--- config.mk ---
export PLATFORM = sky130hd
export DESIGN_NAME = utf8_decoder
export DESIGN_NICKNAME = d
export VERILOG_FILES = /design/src/rtl/utf8_decoder.sv
export SDC_FILE = /design/constraint.sdc
export NUM_CORES = 1
export LEC_CHECK = 0
export ABC_AREA = 1
export BUFFER_PORTS_ARGS = -buffer_cell sky130_fd_sc_hd__buf_2
export CAP_MARGIN = 25
export CORE_MARGIN = 2
export CORE_UTILIZATION = 50
export DETAILED_ROUTE_END_ITERATION = 8
export GPL_TIMING_DRIVEN = 0
export PLACE_DENSITY = 0.72
export SETUP_SLACK_MARGIN = 0.2
export SYNTH_ARGS = -nofsm -noshare
export SYNTH_HDL_FRONTEND = slang
export SYNTH_SLANG_ARGS = --single-unit
--- constraint.sdc ---
create_clock -name clock -period 3.7 [get_ports clock]
set_clock_uncertainty 0.05 [all_clocks]
set_input_delay 0.74 -clock clock [delete_from_list [all_inputs] [get_ports clock]]
set_output_delay 0.74 -clock clock [all_outputs]
set_load 0.05 [all_outputs]
--- src/rtl/utf8_decoder.sv ---
// utf8_decoder: streaming UTF-8 byte decoder emitting codepoints, U+FFFD on malformed input,
// with optional leading-BOM removal and saturating output/error counters.
module utf8_decoder #(
    parameter bit STRIP_BOM = 1'b1
) (
    input  logic        clock,
    input  logic        rst_n,
    input  logic [7:0]  in_byte,
    input  logic        in_valid,
    output logic        in_ready,
    output logic [20:0] out_cp,
    output logic        out_err,
    output logic        out_valid,
    input  logic        out_ready,
    output logic [15:0] cp_count,
    output logic [15:0] err_count
);
    typedef enum logic {LEAD, CONT} state_e;

    state_e      state_q, state_d;
    logic [1:0]  rem_q, rem_d;
    logic [20:0] acc_q, acc_d;
    logic [7:0]  lead_q, lead_d;
    logic        first_q, first_d;
    logic        bom_q, bom_d;
    logic        out_valid_q, out_valid_d;
    logic [20:0] out_cp_q, out_cp_d;
    logic        out_err_q, out_err_d;
    logic [15:0] cp_count_q, cp_count_d;
    logic [15:0] err_count_q, err_count_d;

    logic        space, is_cont, range_bad, emit, emit_err, drop, xfer;
    logic [20:0] emit_cp, acc_next;

    assign space    = !out_valid_q || out_ready;
    assign is_cont  = in_byte[7:6] == 2'b10;
    assign acc_next = {acc_q[14:0], in_byte[5:0]};
    // Only the first continuation byte is restricted, to reject overlongs, surrogates and >U+10FFFF.
    assign range_bad = first_q && ((lead_q == 8'hE0 && in_byte < 8'hA0) ||
                                   (lead_q == 8'hED && in_byte > 8'h9F) ||
                                   (lead_q == 8'hF0 && in_byte < 8'h90) ||
                                   (lead_q == 8'hF4 && in_byte > 8'h8F));

    always_ff @(posedge clock or negedge rst_n) begin
        if (!rst_n) begin
            state_q     <= LEAD;
            rem_q       <= '0;
            acc_q       <= '0;
            lead_q      <= '0;
            first_q     <= 1'b0;
            bom_q       <= 1'b1;
            out_valid_q <= 1'b0;
            out_cp_q    <= '0;
            out_err_q   <= 1'b0;
            cp_count_q  <= '0;
            err_count_q <= '0;
        end else begin
            state_q     <= state_d;
            rem_q       <= rem_d;
            acc_q       <= acc_d;
            lead_q      <= lead_d;
            first_q     <= first_d;
            bom_q       <= bom_d;
            out_valid_q <= out_valid_d;
            out_cp_q    <= out_cp_d;
            out_err_q   <= out_err_d;
            cp_count_q  <= cp_count_d;
            err_count_q <= err_count_d;
        end
    end

    always_comb begin
        state_d  = state_q;
        rem_d    = rem_q;
        acc_d    = acc_q;
        lead_d   = lead_q;
        first_d  = first_q;
        emit     = 1'b0;
        emit_err = 1'b0;
        emit_cp  = '0;
        if (space && in_valid) begin
            if (state_q == LEAD) begin
                lead_d  = in_byte;
                first_d = 1'b1;
                if (in_byte < 8'h80) begin
                    emit    = 1'b1;
                    emit_cp = {13'd0, in_byte};
                end else if (in_byte inside {[8'hC2:8'hDF]}) begin
                    state_d = CONT;
                    rem_d   = 2'd1;
                    acc_d   = {16'd0, in_byte[4:0]};
                end else if (in_byte inside {[8'hE0:8'hEF]}) begin
                    state_d = CONT;
                    rem_d   = 2'd2;
                    acc_d   = {17'd0, in_byte[3:0]};
                end else if (in_byte inside {[8'hF0:8'hF4]}) begin
                    state_d = CONT;
                    rem_d   = 2'd3;
                    acc_d   = {18'd0, in_byte[2:0]};
                end else begin
                    emit     = 1'b1;
                    emit_err = 1'b1;
                end
            end else if (!is_cont || range_bad) begin
                emit     = 1'b1;
                emit_err = 1'b1;
                state_d  = LEAD;
                rem_d    = '0;
                acc_d    = '0;
            end else if (rem_q == 2'd1) begin
                emit    = 1'b1;
                emit_cp = acc_next;
                state_d = LEAD;
                rem_d   = '0;
                acc_d   = '0;
                first_d = 1'b0;
            end else begin
                acc_d   = acc_next;
                rem_d   = rem_q - 2'd1;
                first_d = 1'b0;
            end
        end
    end

    always_comb begin
        in_ready    = space && !(in_valid && state_q == CONT && !is_cont);
        xfer        = out_valid_q && out_ready;
        drop        = STRIP_BOM && bom_q && emit && !emit_err && emit_cp == 21'h00FEFF;
        bom_d       = bom_q && !(emit && !emit_err);
        out_valid_d = (emit && !drop) ? 1'b1 : (out_ready ? 1'b0 : out_valid_q);
        out_cp_d    = (emit && !drop) ? (emit_err ? 21'h00FFFD : emit_cp) : out_cp_q;
        out_err_d   = (emit && !drop) ? emit_err : out_err_q;
        cp_count_d  = (xfer && cp_count_q != 16'hFFFF) ? cp_count_q + 16'd1 : cp_count_q;
        err_count_d = (xfer && out_err_q && err_count_q != 16'hFFFF) ? err_count_q + 16'd1 : err_count_q;
        out_valid   = out_valid_q;
        out_cp      = out_cp_q;
        out_err     = out_err_q;
        cp_count    = cp_count_q;
        err_count   = err_count_q;
    end
endmodule

; ---- After elaboration in Yosys (flattened, before gate mapping)
; Cells that the tools add are included.
[word_totals]
output_inout_bits = 56
input_bits = 12
word_cells = 118
ff_bits = 83
[classes]
addsub = 3
n_reduce_logical = 38
muxes = 43
n_eq_ne = 11
bitwise_logic = 1
n_lt_le_gt_ge = 11
[ops]
columns = operator, count
row1 = $mux 15, 7
row2 = $mux 21, 5
row3 = $add 16x1->16 const B, 2
row4 = $eq 8x8->1 const B, 4
row5 = $ne 16x16->1 const B, 2
row6 = $ge 8x8->1 const B, 3
row7 = $le 8x8->1 const B, 3
row8 = $lt 8x8->1 const B, 3
row9 = $mux 1, 23
row10 = $logic_and 1x1->1, 22
row11 = $eq 21x16->1 const B, 1
row12 = $gt 8x8->1 const B, 2
row13 = $mux 2, 7
row14 = $mux 8, 1
row15 = $logic_not 1->1, 6
row16 = $logic_or 1x1->1, 5
row17 = $ne 2x2->1 const B, 2
row18 = $reduce_and 2->1, 2
row19 = $reduce_bool 4->1, 1
row20 = $reduce_and 3->1, 1
row21 = $eq 2x1->1 const B, 1
row22 = $eq 2x2->1 const B, 1
row23 = $reduce_bool 2->1, 1
row24 = $sub 2x1->2 const B, 1
row25 = $not 1->1, 1

; ---- Longest topological paths before layout
; Gate-level depths: netlist (run 1).
[logic_depth]
word_depth = 16
depth_mapped = 15
ltp_nobuf = 13

; ---- Worst setup path before layout (run 1)
; OpenSTA, ideal clock, no wires.
[synth_timing]
kind = input -> output
start = input port in_byte[7]
end = output port in_ready
t_required_ns = 2.910
cell_stages = 3
slack_ns = 1.449
t_arrival_ns = 1.461
cell_sequence = inv_1 > nor2_1 > o21a_1
[synth_via]
elab_chain_len = 5
[synth_lines]
columns = element, line_no
row1 = "start, declared", 8  ; input logic [7:0] in_byte,
row2 = $eq 2x2->1, 36  ; assign is_cont = in_byte[7:6] == 2'b10;
row3 = $logic_not 1->1, 126  ; in_ready = space && !(in_valid && state_q == CONT && !is_cont);
row4 = $logic_and 1x1->1, 126
row5 = $logic_not 1->1, 126
row6 = $logic_and 1x1->1, 126
row7 = "end, declared", 10  ; output logic in_ready,
; No other way between the ends.

; ---- Final worst setup path (run 1)
; Same ends and word-level chain as after synthesis.

==> results by group, run 1 <==
Outcome
  • Status: finished clean

Place
  • Hpwl dp: just under 7000 um
  • Routability congestion estimate: 0.931
  • PortBufs: 66
  • Placed insts: 666

Worst setup path
  • FF-to-FF setup slack: 1.43 ns
  • Slowest CP cell: nor2_1
  • Cell Chain, Critical Path: buf_2, inv_1, nor2_1, o21a_1, buf_2
  • Arr. time, crit path: 1.75 ns
  • CP top delay family: buffers and inverters
  • CP Class: in -> out
  • Worst Setup Start Kind: primary input
  • Worst EP required: roughly 2.9 ns
  • Worst R2R Path Depth: 9
  • CP max FO: 5
  • Most used cell along the critical path: buf_2
  • FF-to-FF End: err_count[2]$_DFFE_PN0P_
  • Critical Path End Type: output port
  • CP bufs+invs: 3
  • Worst path max stage delay: 0.32 ns
  • R2r startpoint: err_count[0]$_DFFE_PN0P_

Yosys
  • Mapped cell area: 0.00410 mm2
  • Sequential fraction of the synthesis area: 0.507
  • Post-synth top area share: 0.501
  • Cells after Synth: 494
  • Dominant synthesized flop cell: dfrtp_1
  • Synthesis-stage register bit count: 83
  • Number of synthesized flops with an enable pin: 0
  • Yosys Warn Count: 0
  • Async SR Flop Fraction: 1.00
  • Synth unique cells: 36
  • Syn_nets: between 500 and 600
  • Syn avg cell area: 8.30 um2
  • Synth area leaders: dfrtp_1, nand2_1, inv_1
  • Yosys top cell by area: dfrtp_1

Route
  • DRT iter0 DRCs: 116
  • Detailed Route WL: approximately 9000 um
  • Detailed Routing Iterations Pass 1: 4
  • Post-route ant nets: 0
  • Drt drc: 0
  • Routed vias: 3428
  • Vias per inst: 5.03
  • Avg WL per Cell: ~13 um

Clocking
  • CTS resizes: 0
  • CTS tree: yes
  • Max clock buf depth: 2
  • Worst-skew pair later-pin latency: 0.36 ns
  • CTS H-tree lvls: 3
  • Hold Buf Count CTS: 0
  • Cts bufs inserted: 9
  • Clock Pin Slew Worst Setup and Hold Paths: approximately 0.090 ns
  • Clk Tree Root Cell: clkbuf_8
  • TritonCTS Sinks: between 80 and 90
  • Post-CTS Setup Inserts: 0

Finish
  • Share of cells above drive strength 1: 0.192
  • NumNets Final: 587
  • Area delta synth->final: 17.3%
  • Fill count: about 750
  • Diode count: 0
  • Cell Count, Final, Fillers Out: 682

GRT
  • Total Routing Usage GR: 0.218
  • Initial antenna violation count: 0
  • Met2 Use GR: 0.363
  • GR Util met1: 0.290
  • Top Usage Layer GRT: met2
  • Vias in the first global route: 3275
  • Grt met3 use: 0.0519
  • First-pass GRT wire length: 15300 um
  • Largest net degree at the start of global routing: 63
  • Global route overflow: 0

Floorplan
  • Die Wd: roughly 95 um
  • Die area: 0.00894 mm2
  • Area of the core: 0.00809 mm2
  • Starting Density: 0.506
  • Row cnt: 33
  • Io pins: 68
  • Die Span Y: ~95 um

Job
  • Max-cap violations: 0

STA
  • Slew at the pin closest to its max-slew limit: 0.467 ns
  • Final hold violation count: 0
  • Slew margin rel.: 0.687
  • Total negative slack: 0 ns
  • Max Freq: 393 MHz
  • Fin. max-slew vios: 0
  • Final min period: 2.54 ns
  • RSZ-0062 raised after global routing: false
  • Period Utilization, post-route: 0.688
  • Final setup fails: 0

Power and ir drop
  • Power per cell area: a little over 700 mW/mm2
  • LEAKAGE: around 2.6 nW
  • Max IR drop VDD: 256 uV

Hold path
  • Hold Path Class: in -> async
-- flip-flops by register name, indices dropped and copies added, names as in the netlist --
name / count
out_err: 1
cp_count: 16
out_valid: 1
bom_q: 1
out_cp: 21
acc_q: 15
lead_q: 8
state_q: 1
rem_q: 2
first_q: 1
err_count: 16
-- worst max-delay path by stage --
stage          startpoint                endpoint  slack [ns]  depth (start not counted)
4_1_cts        in_byte[7]                in_ready        1.19                          5
2_1_floorplan  in_byte[7]                in_ready        1.45                          3
6_report       in_byte[7]                in_ready        1.16                          5
5_1_grt        in_byte[7]                in_ready        1.08                          5
3_5_place_dp    out_ready  out_cp[15]$_DFFE_PN0P_        1.19                         13
3_3_place_gp    out_ready  out_cp[15]$_DFFE_PN0P_        1.20                         13
-- kinds of logic (layout without fill, tap and decap cells) --
group | Yosys count | after routing | share of synthesized area
and+or+nand+nor | 266 | 266 | 0.290
DFF | 83 | 83 | 0.507
buffers and inverters | 67 | 150 | 0.0678
AOI/OAI and AO/OA | 47 | 47 | 0.0662
xor gates and xnor gates | 28 | 28 | 0.0598
adders and majority gates | 3 | 3 | 0.00916
-- layer usage --
metal | routed length, um | up-vias
met1 | 4170 | 1614
met3 | 439 | 13
met5 | 0 | -
met2 | 4340 | 74
met4 | 112 | 0
li1 | - | 1727
-- power by group --
group | switching, mW | internal (mW)
Combinational | 1.07 | 0.351
Sequential | 0.180 | 1.15
Clock | 0.331 | 0.400
-- final cells by class --
type	instances	area, um2	share of cell area
Sequential cell	83	2080	0.432
Multi-Input combinational cell	344	1740	0.362
Timing Repair Buffer	67	360	0.0749
Inverter	57	214	0.0445
Clock buffer	12	145	0.0302
Tap cell	105	131	0.0273
Clock inverter	4	73.8	0.0153
Buffer	10	63.8	0.0133
-- placed cells by master (no fill, tap or decap), types with 3 or more instances in the layout --
cell	n
nand2_2	5
nor2_1	39
xor2_1	23
o21ai_0	31
buf_2	71
nor2_2	5
nor3_1	10
nand3_1	40
ha_1	3
xnor2_1	5
inv_1	55
nand4_1	8
nor4_1	3
o31ai_1	5
nand2_1	147
clkbuf_1	3
dfrtp_1	82
clkbuf_8	10
-- through the flow --
stage | area (um2) | setup WS [ns] | util | power, mW | hold slack, ns
after floorplan | 4100 | 1.45 | - | 2.40 | 0.388
after global placement | 4560 | 1.20 | 0.564 | 2.73 | 0.403
after detailed placement | 4590 | 1.19 | 0.567 | 2.77 | 0.405
after CTS | 4810 | 1.19 | 0.594 | 3.50 | 0.213
after global routing | 4810 | 1.08 | 0.594 | 3.70 | 0.217
final | 4810 | 1.16 | 0.594 | 3.48 | 0.207
-- cell usage after synthesis (2+ instances only) --
| cell | n |
|---|---|
| nand2_4 | 2 |
| nor2_2 | 5 |
| o31ai_1 | 5 |
| buf_6 | 2 |
| nand4_1 | 8 |
| nor2_1 | 39 |
| o21a_1 | 2 |
| nand2_2 | 5 |
| nand3_1 | 40 |
| nand2_1 | 147 |
| inv_1 | 55 |
| a22oi_1 | 2 |
| inv_2 | 2 |
| o21ai_0 | 31 |
| nor3_1 | 10 |
| buf_2 | 6 |
| ha_1 | 3 |
| nor4_1 | 3 |
| xnor2_1 | 5 |
| a21oi_1 | 2 |
| xor2_1 | 23 |
| o22ai_1 | 2 |
| dfrtp_1 | 82 |
-- worst reg2reg max path, stage by stage (launching register included) --
cell and delay (ns):
dfrtp_1 0.41, ha_1 0.20, nand3_1 0.13, nor2_1 0.18
nand4_1 0.15, o21ai_0 0.39, buf_2 0.30, inv_1 0.14
nand2_1 0.10, xor2_1 0.14
No activity file was read; power rests on OpenSTA's default activity.
==> run 2: changes to the inputs <==
- ABC_AREA: 1 -> 0
- clock period: 3.7 -> 2.4 ns (I/O delays scaled with it)
==> run 2 against run 1 <==
  * Critical path depth rose by 2
  * Clock-buffer cell count fell by 2
  * Die area fell by 3.7%
  * Largest cell class unchanged
  * Largest power group unchanged
==> results by group, run 2 <==
Yosys
  • Dominant synthesized flop cell: dfrtp_1
  • Sequential fraction of the synthesis area: 0.528
  • Most frequent cell after synthesis: dfrtp_1
  • Syn avg cell area: 10.9 um2
  • Post-synth top area share: 0.521
  • Synthesis-stage register bit count: 83
  • Commonest cells post-synth: dfrtp_1, inv_1, nand2_1
  • Number of synthesized flops with an enable pin: 0
  • Mapped cell area: 0.00394 mm2
  • Async SR Flop Fraction: 1.00
  • Synth area leaders: dfrtp_1, xnor2_1, mux2i_1
  • Yosys top cell by area: dfrtp_1
  • Yosys Warn Count: 0
  • Syn_nets: 377
  • Cells after Synth: 362
  • Synth unique cells: 57

STA
  • Max Freq: 448 MHz
  • Slew margin rel.: 0.511
  • Period Utilization, post-route: 0.929
  • Fin. max-slew vios: 0
  • Hold slack: 0.0120 ns
  • Slew at the pin closest to its max-slew limit: 0.730 ns
  • Final min period: roughly 2.2 ns
  • Final setup fails: 0
  • Total negative slack: 0 ns
  • RSZ-0062 raised after global routing: true
  • Final hold violation count: 0
  • Setup slack after layout: 0.169 ns

Floorplan
  • Die Span Y: 92.8 um
  • Die Wd: 92.8 um
  • Area of the core: 0.00769 mm2
  • Io pins: 68
  • Starting Density: 0.512
  • Die area: 0.00860 mm2
  • Row cnt: 32

Place
  • PortBufs: 65
  • Hpwl dp: 6390 um
  • Setup WS pre-CTS: ~0.000089 ns
  • Routability congestion estimate: 0.876
  • Placed instance area: 0.00443 mm2

Clocking
  • Worst-skew pair later-pin latency: 0.36 ns
  • CTS tree: yes
  • Max clock buf depth: 2
  • TritonCTS Sinks: 83
  • Clock Pin Slew Worst Setup and Hold Paths: 0.08 ns
  • Cts bufs inserted: 9
  • CTS H-tree lvls: 3
  • Clk Tree Root Cell: clkbuf_8

Finish
  • Post-route cell area: 0.00473 mm2
  • Area delta synth->final: 20.1%
  • Most frequent cells in the layout: dfrtp_1, buf_2, inv_1, nand2_1, xnor2_1
  • Most common cell after layout, fill and taps aside: dfrtp_1
  • Share of cells above drive strength 1: 0.290
  • NumNets Final: 458
  • Diode count: 0
  • Max FFs per register: 21

Power and ir drop
  • Overall Power: between 5 and 6 mW
  • Power per cell area: 1100 mW/mm2
  • P_sw: roughly 2.4 mW
  • Comb power frac: 0.413
  • LEAKAGE: 2.20 nW
  • Switching Fraction: 0.458
  • Max IR drop VDD: ~410 uV
  • Clk pwr share: 0.182
  • Int Power: between 2 and 3 mW
  • Register share of total power: 0.406

Route
  • DRT iter0 DRCs: 113
  • Detailed Route WL: 9150 um
  • Met3 Wirelength: about 610 um
  • Detailed Routing Iterations Pass 1: 5
  • Metal2 WL: ~4400 um
  • Metal-1 WL: between 4000 and 5000 um
  • Drt drc: 0
  • Post-route ant nets: 0
  • Avg WL per Cell: 16.6 um
  • Vias per inst: 5.73
  • Routed vias: 3154
  • Top sig layer: met4

Worst setup path
  • Worst EP required: about 2.6 ns
  • Arr. time, crit path: 2.42 ns
  • Worst Setup Start Kind: flop
  • CP Class: reg -> reg
  • CP max FO: 7
  • Critical Path End Type: flop

GRT
  • Global route overflow: 0
  • First-pass GRT wire length: 14700 um
  • Initial antenna violation count: 0
  • Largest net degree at the start of global routing: between 50 and 60
  • Vias in the first global route: 3012
  • Total Routing Usage GR: 0.218

Hold path
  • Hold Path Class: in -> async

Job
  • Max-cap violations: 0

Outcome
  • Status: finished clean
-- run 2: path summary, 6_finish.rpt --
kind	start	end	slack [ns]	depth (start not counted)
max reg2reg	lead_q[2]$_DFFE_PN0P_	out_cp[6]$_DFFE_PN0P_	0.17	7
max	lead_q[2]$_DFFE_PN0P_	out_cp[6]$_DFFE_PN0P_	0.17	7
max in group asynchronous	rst_n	bom_q$_DFF_PN1_	1.64	2
min	rst_n	cp_count[13]$_DFFE_PN0P_	0.01	1
min in group clock	in_byte[5]	acc_q[5]$_DFFE_PN0P_	0.37	2
min reg2reg	cp_count[8]$_DFFE_PN0P_	cp_count[8]$_DFFE_PN0P_	0.44	1
-- run 2: cell families (layout without fill, tap and decap cells) --
logic type	Yosys count	after routing	synth area share
AND/OR/NAND/NOR	108	108	0.153
flip-flops	83	83	0.528
AO/OA/AOI/OAI	78	78	0.137
buffers and inverters	40	126	0.0508
XOR/XNOR	28	28	0.0623
multiplexers	22	22	0.0597
adder cells (fa/ha/maj)	3	3	0.00953
-- run 2: what timing repair did --
action | in CTS | in global routing
gates cloned | 0 | 2
pin swaps | 3 | 3
gates resized for setup | 3 | 16
endpoints found under the setup margin | 14 | 33
hold buffers | 0 | 0
setup buffers | 1 | 1
-- run 2: layout make-up --
cell class / count / area [um2]
Clock buffer: 10 / 138
Timing Repair Buffer: 70 / 387
Tap cell: 102 / 128
Inverter: 27 / 101
Fill cell: 663 / 2960
Buffer: 13 / 103
Multi-Input combinational cell: 239 / 1740
Sequential cell: 83 / 2090
Clock inverter: 6 / 47.5
-- run 2: worst max-delay path, stage by stage, from the launching register on --
cell and delay (ns):
dfrtp_2 0.46, and4b_1 0.22, a21oi_2 0.34, o31a_1 0.25, buf_4 0.15, o21ai_4 0.08, a221o_1 0.30, mux2_4 0.26
-- run 2: per-stage QoR --
step           utilization  cells
2_1_floorplan            -    362
4_1_cts              0.603    547
3_5_place_dp         0.576    530
5_1_grt              0.616    550
3_3_place_gp         0.572    529
6_report             0.616    550
-- run 2: metal layers --
| layer | vias up | track usage |
|---|---|---|
| met3 | 14 | 0.0504 |
| met4 | 0 | 0.0662 |
| met1 | 1551 | 0.302 |
| met2 | 121 | 0.343 |
| met5 | - | 0 |
| li1 | 1468 | - |
-- run 2: power groups by stage --
stage | Clock (mW) | Combinational (mW) | Sequential, mW
2_1_floorplan | 0 | 0.809 | 2.84
3_3_place_gp | 0 | 2.04 | 2.10
3_5_place_dp | 0 | 2.08 | 2.13
4_1_cts | 0.972 | 2.09 | 2.10
5_1_grt | 1.03 | 2.29 | 2.17
6_report | 0.946 | 2.15 | 2.11
